===== config.mk =====
export PLATFORM = sky130hd
export DESIGN_NAME = credit_rr_arbiter
export DESIGN_NICKNAME = d
export VERILOG_FILES = /design/src/rtl/credit_rr_arbiter.sv
export SDC_FILE = /design/constraint.sdc
export NUM_CORES = 1
export LEC_CHECK = 0
export ABC_AREA = 1
export BUFFER_PORTS_ARGS = -buffer_cell sky130_fd_sc_hd__buf_2
export CORE_MARGIN = 4
export CORE_UTILIZATION = 55
export CTS_CLUSTER_DIAMETER = 100
export DETAILED_ROUTE_END_ITERATION = 8
export PLACE_DENSITY = 0.86
export SYNTH_ARGS = -nofsm -noshare
export SYNTH_HDL_FRONTEND = slang
export SYNTH_SLANG_ARGS = --single-unit

===== constraint.sdc =====
create_clock -name clk -period 3.4 [get_ports clk]
set_clock_uncertainty 0.05 [all_clocks]
set_input_delay 0.34 -clock clk [delete_from_list [all_inputs] [get_ports clk]]
set_output_delay 0.34 -clock clk [all_outputs]
set_load 0.005 [all_outputs]

===== src/rtl/credit_rr_arbiter.sv =====
// Round-robin arbiter that hands out grants only while downstream credits remain.
// The credit count is tracked here: each grant consumes one credit and each return gives one back.
module credit_rr_arbiter #(
  parameter int NUM_REQ     = 4,
  parameter int MAX_CREDITS = 16,
  parameter int CNT_W       = 8,
  parameter int IDX_W       = 2
) (
  input  logic               clk,
  input  logic               rst,
  input  logic [NUM_REQ-1:0] req_in,
  input  logic               credit_return_in,
  output logic [NUM_REQ-1:0] grant_out,
  output logic               grant_valid_out,
  output logic [IDX_W-1:0]   grant_idx_out,
  output logic [CNT_W-1:0]   credits_avail_out,
  output logic               overflow_err_out
);

  localparam logic [CNT_W-1:0] MaxCnt  = CNT_W'(MAX_CREDITS);
  localparam logic [IDX_W:0]   NumReqW = (IDX_W+1)'(NUM_REQ);

  logic [NUM_REQ-1:0] grant_q, grant_d;
  logic [NUM_REQ-1:0] elig;
  logic [IDX_W-1:0]   gntIdx_q, gntIdx_d;
  logic [IDX_W-1:0]   last_q, last_d;
  logic [IDX_W-1:0]   winIdx;
  logic               winFound;
  logic [IDX_W:0]     cand;
  logic [CNT_W-1:0]   count_q, count_d;
  logic               overflow_q, overflow_d;
  logic               grantNow;
  logic               atMax;

  // A requester granted this cycle sits out the next decision.
  assign elig = req_in & ~grant_q;

  always_comb begin
    winFound = 1'b0;
    winIdx   = '0;
    cand     = '0;
    for (int i = 0; i < NUM_REQ; i++) begin
      cand = {1'b0, last_q} + (IDX_W+1)'(i + 1);
      if (cand >= NumReqW) begin
        cand = cand - NumReqW;
      end
      if (!winFound && elig[cand[IDX_W-1:0]]) begin
        winFound = 1'b1;
        winIdx   = cand[IDX_W-1:0];
      end
    end
  end

  // Gating looks only at the registered count, so a same-cycle return cannot unblock an empty pool.
  assign grantNow = winFound && (count_q != '0);
  assign atMax    = (count_q == MaxCnt);

  always_comb begin
    grant_d    = '0;
    gntIdx_d   = '0;
    last_d     = last_q;
    count_d    = count_q;
    overflow_d = overflow_q;
    if (grantNow) begin
      grant_d  = NUM_REQ'(1) << winIdx;
      gntIdx_d = winIdx;
      last_d   = winIdx;
    end
    if (grantNow && !credit_return_in) begin
      count_d = count_q - CNT_W'(1);
    end else if (!grantNow && credit_return_in) begin
      if (atMax) begin
        overflow_d = 1'b1;
      end else begin
        count_d = count_q + CNT_W'(1);
      end
    end
  end

  always_ff @(posedge clk) begin
    if (rst) begin
      grant_q    <= '0;
      gntIdx_q   <= '0;
      last_q     <= IDX_W'(NUM_REQ - 1);
      count_q    <= MaxCnt;
      overflow_q <= 1'b0;
    end else begin
      grant_q    <= grant_d;
      gntIdx_q   <= gntIdx_d;
      last_q     <= last_d;
      count_q    <= count_d;
      overflow_q <= overflow_d;
    end
  end

  assign grant_out         = grant_q;
  assign grant_valid_out   = |grant_q;
  assign grant_idx_out     = gntIdx_q;
  assign credits_avail_out = count_q;
  assign overflow_err_out  = overflow_q;

endmodule


Word-level counts from Yosys, hierarchy flattened
Index checks and enable logic that the tools add are counted.

storage, ports and cells
  bits in latches = 0
  register bits after elaboration = 17
  word-level logic and storage cells = 70
  input port bits = 7
  memories = 0
  bits in writable memories = 0
  bits in read-only memories = 0

cells by class
  order comparisons = 8
  multipliers = 0
  equality and inequality tests = 2
  bitwise operators = 4
  muxes and demuxes = 23
  div/mod/pow operators = 0
  shift operators = 1
  add/subtract/negate cells = 10
  reduce and logical (&&, ||, !) cells = 17

operators by type and width
  operator                                                                       number
  8-bit 2-to-1 mux                                                               3
  2-bit 2-to-1 mux                                                               8
  3-bit >= comparator (second input constant)                                    4
  2-bit by 3-bit less-than comparator with 1-bit output (second input constant)  4
  8-bit by 1-bit adder with 8-bit output (second input constant)                 1
  1-bit binary-select mux with 2-bit select                                      4
  8-bit by 5-bit == test with 1-bit output (second input constant)               1
  1-bit 2-to-1 mux                                                               8
  8-bit nonzero test                                                             1
  2-bit by 1-bit subtractor with 2-bit output (second input constant)            4
  8-bit by 1-bit subtractor with 8-bit output (second input constant)            1
  2-bit by 2-bit adder with 3-bit output (second input constant)                 2
  1-bit logical AND                                                              6
  1-bit logical NOT                                                              5
  4-bit bitwise AND                                                              1
  4-bit NOT                                                                      1
  4-bit OR reduction                                                             1
  1-bit by 2-bit << shifter with 4-bit output (first input constant)             1
  2-bit by 1-bit adder with 3-bit output (second input constant)                 1
  2-bit by 3-bit adder with 3-bit output (second input constant)                 1
  3-bit AND reduction                                                            1
  2-bit by 1-bit inequality test with 1-bit output (second input constant)       1
  1-bit NOT                                                                      2
  2-bit AND reduction                                                            1
  2 further kinds                                                                2

Logic depth before layout (Yosys ltp)
Gate-level depths: netlist of run 1.

  depth in word-level cells = 20
  gate-level depth with buffers = 18
  mapped depth without buffers = 17

Worst setup path before layout of run 1
No wires, ideal clock.

  path type = reg2reg
  start = reg last_q[0]
  end = reg count_q[6], in the netlist credits_avail_out[6]
  cell stages (with the launch flop) = 17
  buffers on the path = 1
  arrival time = 2.340 ns
  library setup time = 0.070 ns
  slack = 0.940 ns
  cell sequence = dfxtp_1 -> buf_6 -> nand3_2 -> nand3_2 -> nand2_4 -> nand3_2 -> nor2_1 -> nor2_1 -> ha_1 -> inv_1 -> fa_1 -> inv_1 -> nand4_1 -> nand3_1 -> xor2_1 -> nand2_1 -> a21oi_1

between the ends
  word-level cells in the longest chain between the ends = 20
  elaborated cells on any way between the ends = 42
  those cells by class = add/sub: 8; order compare: 4; eq/ne: 1; mux: 17; reduce/logical: 12

RTL lines
  element                                                                             line    text
  start: declaration                                                                  26      logic [IDX_W-1:0] last_q, last_d;
  start signal: assignment                                                            84      last_q <= IDX_W'(NUM_REQ - 1);
  start signal: assignment                                                            90      last_q <= last_d;
  2-bit by 1-bit adder with 3-bit output                                              43      cand = {1'b0, last_q} + (IDX_W+1)'(i + 1);
  3-bit >= comparator or 2-bit by 1-bit subtractor with 2-bit output (tied branches)  44, 45
  2-bit 2-to-1 mux                                                                    44      if (cand >= NumReqW) begin
  1-bit binary-select mux with 2-bit select                                           47      if (!winFound && elig[cand[IDX_W-1:0]]) begin
  1-bit 2-to-1 mux (not written as such)                                              47
  1-bit 2-to-1 mux                                                                    47
  1-bit logical NOT                                                                   47
  1-bit logical AND                                                                   47
  [4 not listed]                                                                      --
  1-bit logical NOT                                                                   47
  1-bit logical AND                                                                   47
  1-bit 2-to-1 mux *                                                                  47
  1-bit logical AND *                                                                 55      assign grantNow = winFound && (count_q != '0);
  1-bit logical NOT                                                                   71      end else if (!grantNow && credit_return_in) begin
  1-bit logical AND                                                                   71
  2-bit nonzero test (no source line)                                                 --
  2-bit AND reduction (no source line)                                                --
  end signal: assignment                                                              85      count_q <= MaxCnt;
  end signal: assignment                                                              91      count_q <= count_d;
  end: declaration                                                                    30      logic [CNT_W-1:0] count_q, count_d;

Every way passes the cells marked *; elsewhere a longest branch is shown, timed or not. The select of a mux whose other input is x is not followed.
A chain may end at the register's enable or synchronous reset.

Worst setup path after layout of run 1
Same ends and word-level chain as after synthesis.

==> results of run 1 <==
-- registers in the layout (all words and copies together) (netlist names) --
signal / count
overflow_err_out: 1
grant_idx_out: 2
grant_out: 4
last_q: 2
credits_avail_out: 8
-- worst max-delay path, stage by stage (launching register included) --
cell and delay, ns:
dfxtp_2 0.41, inv_2 0.16, nand3_1 0.19, nand3_1 0.15, nand2_2 0.08, nand3_2 0.08, nor2_1 0.04, nor2_1 0.12
ha_1 0.38, inv_1 0.17, fa_1 0.43, inv_1 0.09, nand4_1 0.09, nand3_1 0.11, xor2_1 0.15, nand2_1 0.07
a21oi_1 0.11
-- cells in the final DEF, fill, tap and decap left out --
master,n
nand2_1,35
inv_1,24
buf_2,22
nand3_1,21
a21oi_1,16
dfxtp_1,16
nand2_2,10
nor2_1,9
nand3_2,8
ha_1,8
nand4_1,6
xor2_1,6
o21ai_0,6
inv_2,3
clkbuf_4,3
nand2_4,2
a31oi_1,2
nand3_4,1
or2_0,1
nor3_2,1
clkinv_1,1
nor2_4,1
o21bai_1,1
xnor2_1,1
a21boi_0,1
fa_1,1
clkinv_2,1
dfxtp_2,1
-- final timing paths --
check,to,depth (start not counted),startpoint
max,credits_avail_out[6],16,last_q[0]
min,credits_avail_out[7],2,rst
max reg2reg,credits_avail_out[6],16,last_q[0]
min reg2reg,overflow_err_out,2,overflow_err_out
-- report_power, final --
part | internal (mW) | switching (mW)
Sequential | 0.271 | 0.0800
Clock | 0.0439 | 0.0678
Combinational | 0.385 | 0.665
-- final cells by class --
| cell class | count | area [um^2] | area share [%] |
|---|---|---|---|
| clock buffers | 3 | 22.52 | 1.546 |
| clock inverters | 1 | 5.005 | 0.3436 |
| inverters | 28 | 105.1 | 7.216 |
| multi-input cells | 137 | 837.1 | 57.47 |
| flip-flops and latches | 17 | 341.6 | 23.45 |
| well taps | 28 | 35.03 | 2.405 |
| repair buffers | 22 | 110.1 | 7.560 |
-- cell families after synthesis --
family,count (synthesis),synth area share [%]
compound gates,26,10.55
xor+xnor,7,4.698
fa+ha+maj,9,9.205
buf+inv,30,9.779
flops,17,26.08
simple gates,95,39.69
-- through the flow --
step | hold WS (ns) | area (um^2) | utilization (%) | cells | setup slack, ns
global route | 0.2664 | 1456 | 65.21 | 236 | 0.1359
floorplan | 0.3591 | 1305 | - | 184 | 0.9405
finish | 0.2410 | 1456 | 65.21 | 236 | 0.4261
global placement | 0.3895 | 1428 | 63.92 | 232 | 0.4361
CTS | 0.2485 | 1455 | 65.15 | 236 | 0.2947
detailed placement | 0.4082 | 1428 | 63.92 | 232 | 0.3346
-- per-layer routing --
metal  vias up  share of wire (%)
li1        660                  -
met1       550                 45
met2        31                 50
met3         7                3.2
met4         0                1.4
met5         -                  0
-- timing repair --
item | 4_1_cts | 5_1_grt
resized for setup | 0 | 1
setup endpoints to repair | 0 | 1
endpoints found under the hold margin | 0 | 0
hold buffers | 0 | 0
==> summary.txt, run 1 <==
Status
  – Outcome: finished clean

Placed design
  – DP HPWL: 2351 um
  – IO Port Bufs: 22
  – Gpl congestion: 0.8603

Clock network
  – Clock latency at the later pin of the worst-skew pair: 0.30 ns
  – Maximum root-to-sink buffer count: 2
  – Root Driver: clkbuf_4
  – CTS buffer count: 3
  – Clock Pin Slew Worst Setup and Hold Paths: 0.11 ns
  – CTS tree: done
  – Max H-tree Level: 1
  – Post-CTS Setup Inserts: 0
  – Clock sinks: 17

Yosys
  – Most frequent cell after synthesis: nand2_1
  – Post-synth top area cell: dfxtp_1
  – Mean Syn Cell Area: 7.092 um^2
  – Most frequent cells after synthesis: nand2_1, inv_1, nand3_1, dfxtp_1, a21oi_1
  – Synth warnings: 0
  – Area of the mapped netlist: 0.001305 mm^2
  – Synth Net Count: 200
  – Synth Register Bits: 17
  – Share of flip-flops with an asynchronous set or reset: 0%
  – Yosys cell types: 25
  – Area share of the largest cell type after synthesis: 26.08%
  – Post-Syn Instances: 184
  – Top_reg_cell synth: dfxtp_1
  – EDFF count, synth: 0
  – Register area share after synthesis: 26.08%
  – Top cells by area, synth: dfxtp_1, nand2_1, nand3_1

Global route
  – Grt met1 use: 22.76%
  – Global-route wire length before repair: 4795 um
  – Gr busiest metal: met2
  – Vias in the first global route: 1144
  – Antenna violations before repair: 0
  – Met3 GRT Util: 2.069%
  – Pin count of the biggest net entering global routing: 12
  – Total GRT Usage: 18.23%
  – Met2 usage: 31.85%
  – GR Overflow Total: 0

STA
  – Setup TNS Final: 0 ns
  – Hold Vio Cnt, Final: 0
  – Worst slew pin tran: 0.3514 ns
  – Rel. slew slack: 76.57%
  – Minimum clock period: 2.974 ns
  – Slew Limit Fails: 0
  – RSZ-0062 raised after global routing: no
  – Final period utilization: 87.47%
  – Top achievable clock speed: 336.3 MHz
  – Final setup violation count: 0

Power
  – PD cells: 1039 mW/mm^2
  – Total power: 1.514 mW
  – LEAKAGE: 0.7965 nW
  – VDD IR max: 574.9 uV

Finish
  – Synth-to-Final Area Change: 11.60%
  – Number of fill cells in the layout: 195
  – Nets: 225
  – Layout cells sized above 1: 25.48%
  – Diodes inserted: 0

Detailed routing
  – DRC: 0
  – Iter 0 DRT Violations: 48
  – Vias per cell: 5.288
  – Routed vias: 1248
  – TritonRoute pass-1 iters: 4
  – Routed WL per cell: 12.26 um
  – Final wirelength: 2893 um
  – ANT nets after route: 0

Critical path
  – Worst Path Arrival: 3.16 ns
  – WP data required: 3.59 ns
  – Worst-path fanout max: 11
  – Type of the worst setup path: flop to flop
  – CP startpoint kind: flop
  – Endpoint class of the critical path: flop
  – Flop-to-flop setup slack: 0.43 ns

Floorplanning
  – Die Y: 56.71 um
  – Initial Utilization: 58.43%
  – Core Footprint: 0.002233 mm^2
  – # IOs: 23
  – Die ar.: 0.003216 mm^2
  – Number of core rows: 17
  – Die X: 56.71 um

Flow run
  – Max cap viols: 0

Hold path
  – Worst hold path type: primary input to flop
Note: power is estimated with default switching activity, not from simulation.
==> run 2, diff against run 1 <==
Settings changed: PLACE_DENSITY 0.86 to 0.82.
==> summary.txt, run 2 (synthesis results as in run 1) <==
Floorplanning
  – Core Footprint: 0.002233 mm^2 (unchanged)
  – Die ar.: 0.003216 mm^2 (unchanged)
  – Initial Utilization: 58.43% (unchanged)
  – # IOs: 23 (unchanged)
  – Die X: 56.71 um (unchanged)
  – Number of core rows: 17 (unchanged)
  – Die Y: 56.71 um (unchanged)

Status
  – Outcome: finished clean

STA
  – Top achievable clock speed: 323.0 MHz (-4.0%)
  – Rel. slew slack: 69.36% (-7.2 points)
  – RSZ-0062 raised after global routing: no
  – Worst slew pin tran: 0.4589 ns (+0.1075 ns)
  – Final period utilization: 91.07% (+3.6 points)
  – Slew Limit Fails: 0 (unchanged)
  – Minimum clock period: 3.096 ns (+0.1225 ns)
  – Final worst slack: 0.3036 ns (-0.1225 ns)
  – Setup TNS Final: 0 ns (unchanged)
  – Final setup violation count: 0 (unchanged)
  – Hold Vio Cnt, Final: 0 (unchanged)

Hold path
  – Hold Path Stages: 2 (unchanged)
  – Hold EP: overflow_err_out
  – Worst Min Path Start: rst
  – Worst hold path type: primary input to flop

Critical path
  – Slowest stage cell, crit path: dfxtp_1
  – WP buf/inv: 3 (unchanged)
  – R2R Path Start: last_q[0]
  – Endpoint class of the critical path: flop
  – FF-to-FF End: credits_avail_out[6]
  – Crit path from: last_q[0]
  – Worst Path Arrival: 3.27 ns (+0.11 ns)
  – Worst R2R Path Depth: 17 (+1)
  – Crit-path max cell delay: 0.62 ns (+0.19 ns)
  – WP data required: 3.58 ns (about the same)
  – Crit-path cells: inv_2 > nand2_2 > nand2_4 > nand3_4 > nand2_4 > nand3_2 > nor2_1 > nor2_1 > ha_1 > inv_1 > fa_1 > inv_1 > nand4_1 > nand3_1 > xor2_1 > nand2_1 > a21oi_1
  – Worst-path fanout max: 11 (unchanged)
  – Type of the worst setup path: flop to flop
  – CP startpoint kind: flop
  – Flop-to-flop setup slack: 0.30 ns (-0.12 ns)
  – Crit path max-delay family: simple AND/OR/NAND/NOR gates

Placed design
  – Worst slack, placed: 0.3441 ns (+0.009510 ns)
  – Placed Area: 0.001428 mm^2 (unchanged)
  – Placed Cells: 232 (unchanged)
  – Gpl congestion: 0.9168 (+6.6%)
  – IO Port Bufs: 22 (unchanged)
  – DP HPWL: 2277 um (-3.1%)

Clock network
  – Post-CTS Setup Inserts: 0 (unchanged)
  – Root Driver: clkbuf_4
  – Clock sinks: 17 (unchanged)
  – Clock latency at the later pin of the worst-skew pair: 0.29 ns (about the same)
  – CTS buffer count: 3 (unchanged)
  – Clock Pin Slew Worst Setup and Hold Paths: 0.09 ns (-0.02 ns)
  – CTS tree: done
  – Max H-tree Level: 1 (unchanged)
  – Hold Buf Count CTS: 0 (unchanged)
  – Maximum root-to-sink buffer count: 2 (unchanged)
  – Cts repair resizes: 0 (unchanged)

Global route
  – Total GRT Usage: 18.97% (+0.74 points)
  – Antenna violations before repair: 0 (unchanged)
  – Vias in the first global route: 1157 (+1.1%)
  – Pin count of the biggest net entering global routing: 12 (unchanged)
  – Global-route wire length before repair: 4974 um (+3.7%)
  – GR Overflow Total: 0 (unchanged)

Finish
  – Synth-to-Final Area Change: 11.51% (about the same)
  – Nets: 225 (unchanged)
  – Most common cell after layout, fill and taps aside: nand2_1
  – Final cell area excluding filler cells: 0.001455 mm^2 (about the same)
  – Final non-filler cell total: 236 (unchanged)
  – Most frequent cells in the layout: nand2_1, inv_1, buf_2
  – Number of flip-flops in the largest register: 8 (unchanged)
  – Diodes inserted: 0 (unchanged)
  – Layout cells sized above 1: 25.00% (-0.48 points)

Detailed routing
  – Final wirelength: 2826 um (-2.3%)
  – DRC: 0 (unchanged)
  – TritonRoute pass-1 iters: 4 (unchanged)
  – ANT nets after route: 0 (unchanged)
  – Iter 0 DRT Violations: 56 (+17%)
  – Routed vias: 1261 (+1.0%)
  – Vias per cell: 5.343 (+1.0%)
  – Routed WL per cell: 11.97 um (-2.3%)

Power
  – LEAKAGE: 0.7967 nW (about the same)
  – VDD IR max: 516.4 uV (-10%)
  – PD cells: 1037 mW/mm^2 (-0.20%)
  – Total power: 1.510 mW (-0.29%)

Flow run
  – Max cap viols: 0 (unchanged)
[run 2: cell count changes in the layout (fill, tap and decap cells not counted)]
cell,change
dfxtp_1,+1
dfxtp_2,-1
[run 2: worst max path at each step]
stage | end | slack (ns) | depth (start not counted)
2_1_floorplan | credits_avail_out[6] | 0.94 | 16
3_3_place_gp | credits_avail_out[6] | 0.45 | 17
3_5_place_dp | credits_avail_out[6] | 0.34 | 17
4_1_cts | credits_avail_out[6] | 0.31 | 17
5_1_grt | credits_avail_out[7] | 0.01 | 16
6_report | credits_avail_out[6] | 0.30 | 17
[run 2: final cells by class]
type / instances / area (um^2)
timing repair buffer: 22 / 110.1
multi-input combinational: 137 / 837.1
clock buffer: 3 / 22.52
tap: 28 / 35.03
clock inverter: 1 / 5.005
sequential: 17 / 340.3
fill: 213 / 778.2
inverter: 28 / 105.1
[run 2: metal layers]
metal  global-route usage (%)  share of wire [%]  vias to the layer above
met5                        0                  0                        -
met4                    7.119                1.2                        0
met3                    2.989                4.9                        4
met2                    29.54                 48                       35
met1                    26.04                 46                      568
li1                         -                  -                      654
[run 2: power breakdown]
part | leakage (nW) | internal, mW | switching, mW
clock network | 0.0177 | 0.0438 | 0.0642
registers | 0.141 | 0.270 | 0.0771
logic | 0.638 | 0.384 | 0.670
total | 0.797 | 0.698 | 0.812
[run 2: stage by stage]
step	hold slack [ns]	util, %
2_1_floorplan	0.3591	-
3_3_place_gp	0.3863	63.92
3_5_place_dp	0.3911	63.92
4_1_cts	0.2616	65.15
5_1_grt	0.2690	65.15
6_report	0.2630	65.15
==> run 3, diff against run 2 <==
--- a/config.mk
+++ b/config.mk
@@ -8,4 +8,5 @@
 export ABC_AREA = 1
 export BUFFER_PORTS_ARGS = -buffer_cell sky130_fd_sc_hd__buf_2
+export CORE_ASPECT_RATIO = 1.25
 export CORE_MARGIN = 4
 export CORE_UTILIZATION = 55
==> constraint.sdc (replaced) <==
create_clock -name clk -period 3.4 [get_ports clk]
set_clock_uncertainty 0.05 [all_clocks]
set_input_delay 0.51 -clock clk [delete_from_list [all_inputs] [get_ports clk]]
set_output_delay 0.51 -clock clk [all_outputs]
set_load 0.005 [all_outputs]
==> summary.txt, run 3 (synthesis results as in run 1) <==
Status
  – Outcome: finished clean

STA
  – RSZ-0062 raised after global routing: no
  – Worst slew pin tran: 0.4427 ns (-0.01620 ns)
  – Slew Limit Fails: 0 (unchanged)
  – Setup TNS Final: 0 ns (unchanged)
  – Rel. slew slack: 70.44% (+1.1 points)
  – Final period utilization: 91.20% (+0.13 points)
  – Final setup violation count: 0 (unchanged)
  – Final worst slack: 0.2991 ns (-0.004486 ns)
  – Hold Vio Cnt, Final: 0 (unchanged)
  – Top achievable clock speed: 322.5 MHz (-0.14%)
  – Minimum clock period: 3.101 ns (+0.004486 ns)

Floorplanning
  – # IOs: 23 (unchanged)
  – Die ar.: 0.003221 mm^2 (+0.16%)
  – Die X: 51.57 um (-9.1%)
  – Core Footprint: 0.002235 mm^2 (about the same)
  – Die Y: 62.46 um (+10%)
  – Number of core rows: 19 (+2)
  – Initial Utilization: 58.40% (about the same)

Hold path
  – Worst hold path type: flop to flop
  – Hold Path Stages: 2 (unchanged)
  – Worst Min Path Start: overflow_err_out

Critical path
  – R2R Path Start: last_q[0]
  – Crit-path cells: inv_2 > nand2_2 > nand2_4 > nand3_4 > nand2_4 > nand3_2 > nor2_1 > nor2_1 > ha_1 > inv_1 > fa_1 > inv_1 > nand4_1 > nand3_1 > xor2_1 > nand2_1 > a21oi_1
  – Worst Path Arrival: 3.28 ns (about the same)
  – Crit path depth: 17 (unchanged)
  – CP startpoint kind: flop
  – Crit-path max cell delay: 0.61 ns (about the same)
  – Type of the worst setup path: flop to flop
  – Worst-path fanout max: 11 (unchanged)
  – Setup crit end: credits_avail_out[6]
  – FF-to-FF End: credits_avail_out[6]
  – Slowest stage cell, crit path: dfxtp_1
  – Crit path max-delay family: simple AND/OR/NAND/NOR gates
  – Worst R2R Path Depth: 17 (unchanged)
  – WP buf/inv: 3 (unchanged)
  – WP data required: 3.57 ns (about the same)
  – Endpoint class of the critical path: flop
  – Flop-to-flop setup slack: 0.30 ns (about the same)
  – Crit path from: last_q[0]

Clock network
  – CTS tree: done
  – Root Driver: clkbuf_4
  – Hold Buf Count CTS: 0 (unchanged)
  – Clock Pin Slew Worst Setup and Hold Paths: 0.10 ns (about the same)
  – Clock sinks: 17 (unchanged)
  – Max H-tree Level: 1 (unchanged)
  – CTS buffer count: 3 (unchanged)
  – Clock latency at the later pin of the worst-skew pair: 0.28 ns (about the same)
  – Post-CTS Setup Inserts: 0 (unchanged)
  – Maximum root-to-sink buffer count: 2 (unchanged)
  – Cts repair resizes: 0 (unchanged)

Global route
  – Pin count of the biggest net entering global routing: 12 (unchanged)
  – GR Overflow Total: 0 (unchanged)
  – Antenna violations before repair: 0 (unchanged)
  – Global-route wire length before repair: 5195 um (+4.4%)
  – Total GRT Usage: 19.78% (+0.81 points)
  – Vias in the first global route: 1261 (+9.0%)

Finish
  – Diodes inserted: 0 (unchanged)
  – Most frequent cells in the layout: nand2_1, inv_1, buf_2
  – Most common cell after layout, fill and taps aside: nand2_1
  – Number of flip-flops in the largest register: 8 (unchanged)
  – Synth-to-Final Area Change: 11.79%
  – Nets: 225 (unchanged)
  – Number of fill cells in the layout: 227 (+6.6%)
  – Layout cells sized above 1: 25.00% (unchanged)

Flow run
  – Max cap viols: 0 (unchanged)

Detailed routing
  – TritonRoute pass-1 iters: 6 (+2)
  – Vias per cell: 5.188 (-2.9%)
  – Routed vias: 1240 (-1.7%)
  – Iter 0 DRT Violations: 29 (-48%)
  – Routed WL per cell: 12.30 um (+2.7%)
  – Final wirelength: 2940 um (+4.0%)
  – ANT nets after route: 0 (unchanged)
  – DRC: 0 (unchanged)

Power
  – VDD IR max: 615.8 uV (+19%)
  – LEAKAGE: 0.7967 nW (unchanged)
  – PD cells: 1039 mW/mm^2 (+0.14%)

Placed design
  – Worst slack, placed: 0.3399 ns (-0.004266 ns)
  – IO Port Bufs: 22 (unchanged)
  – Gpl congestion: 0.8409 (-8.3%)
  – DP HPWL: 2437 um (+7.0%)
[run 3: cell counts in the layout (fill, tap and decap cells not counted)]
Identical to the previous run, type by type.
[run 3: per-stage QoR]
stage	util, %	total power, mW	hold WS (ns)	cell area, um^2	std cells
2_1_floorplan	-	1.175	0.3905	1305	184
3_3_place_gp	64.05	1.361	0.3916	1431	235
3_5_place_dp	64.05	1.409	0.3935	1431	235
4_1_cts	65.29	1.518	0.4134	1459	239
5_1_grt	65.29	1.683	0.4366	1459	239
6_report	65.29	1.515	0.4117	1459	239
[run 3: layout make-up]
cell class | count | area (um^2) | area share (%)
sequential | 17 | 340.3 | 23.33
clock inverter | 1 | 5.005 | 0.3431
timing repair buffer | 22 | 110.1 | 7.547
multi-input combinational | 137 | 837.1 | 57.38
tap | 31 | 38.79 | 2.659
clock buffer | 3 | 22.52 | 1.544
inverter | 28 | 105.1 | 7.204
[run 3: power breakdown]
group | internal [mW] | leakage [nW] | switching [mW]
sequential | 0.270 | 0.141 | 0.0818
combinational | 0.386 | 0.638 | 0.671
clock | 0.0436 | 0.0177 | 0.0631
total | 0.700 | 0.797 | 0.816
[run 3: per-layer routing]
metal | GRT usage (%) | share of wire, % | vias up
li1 | - | - | 657
met1 | 22.43 | 43 | 569
met2 | 37.42 | 55 | 12
met3 | 1.432 | 1.1 | 2
met4 | 6.230 | 0.61 | 0
met5 | 0 | 0 | -
[run 3: how the worst min path moves through the flow]
stage,to,slack (ns)
floorplan,overflow_err_out,0.39
global placement,overflow_err_out,0.39
detailed placement,overflow_err_out,0.39
CTS,overflow_err_out,0.41
global route,credits_avail_out[7],0.44
finish,overflow_err_out,0.41
[run 3: tightest hold or removal path, cell delays in order, from the launching register on]
cell     delay (ns)
dfxtp_1        0.32
inv_1          0.05
a21oi_1        0.06
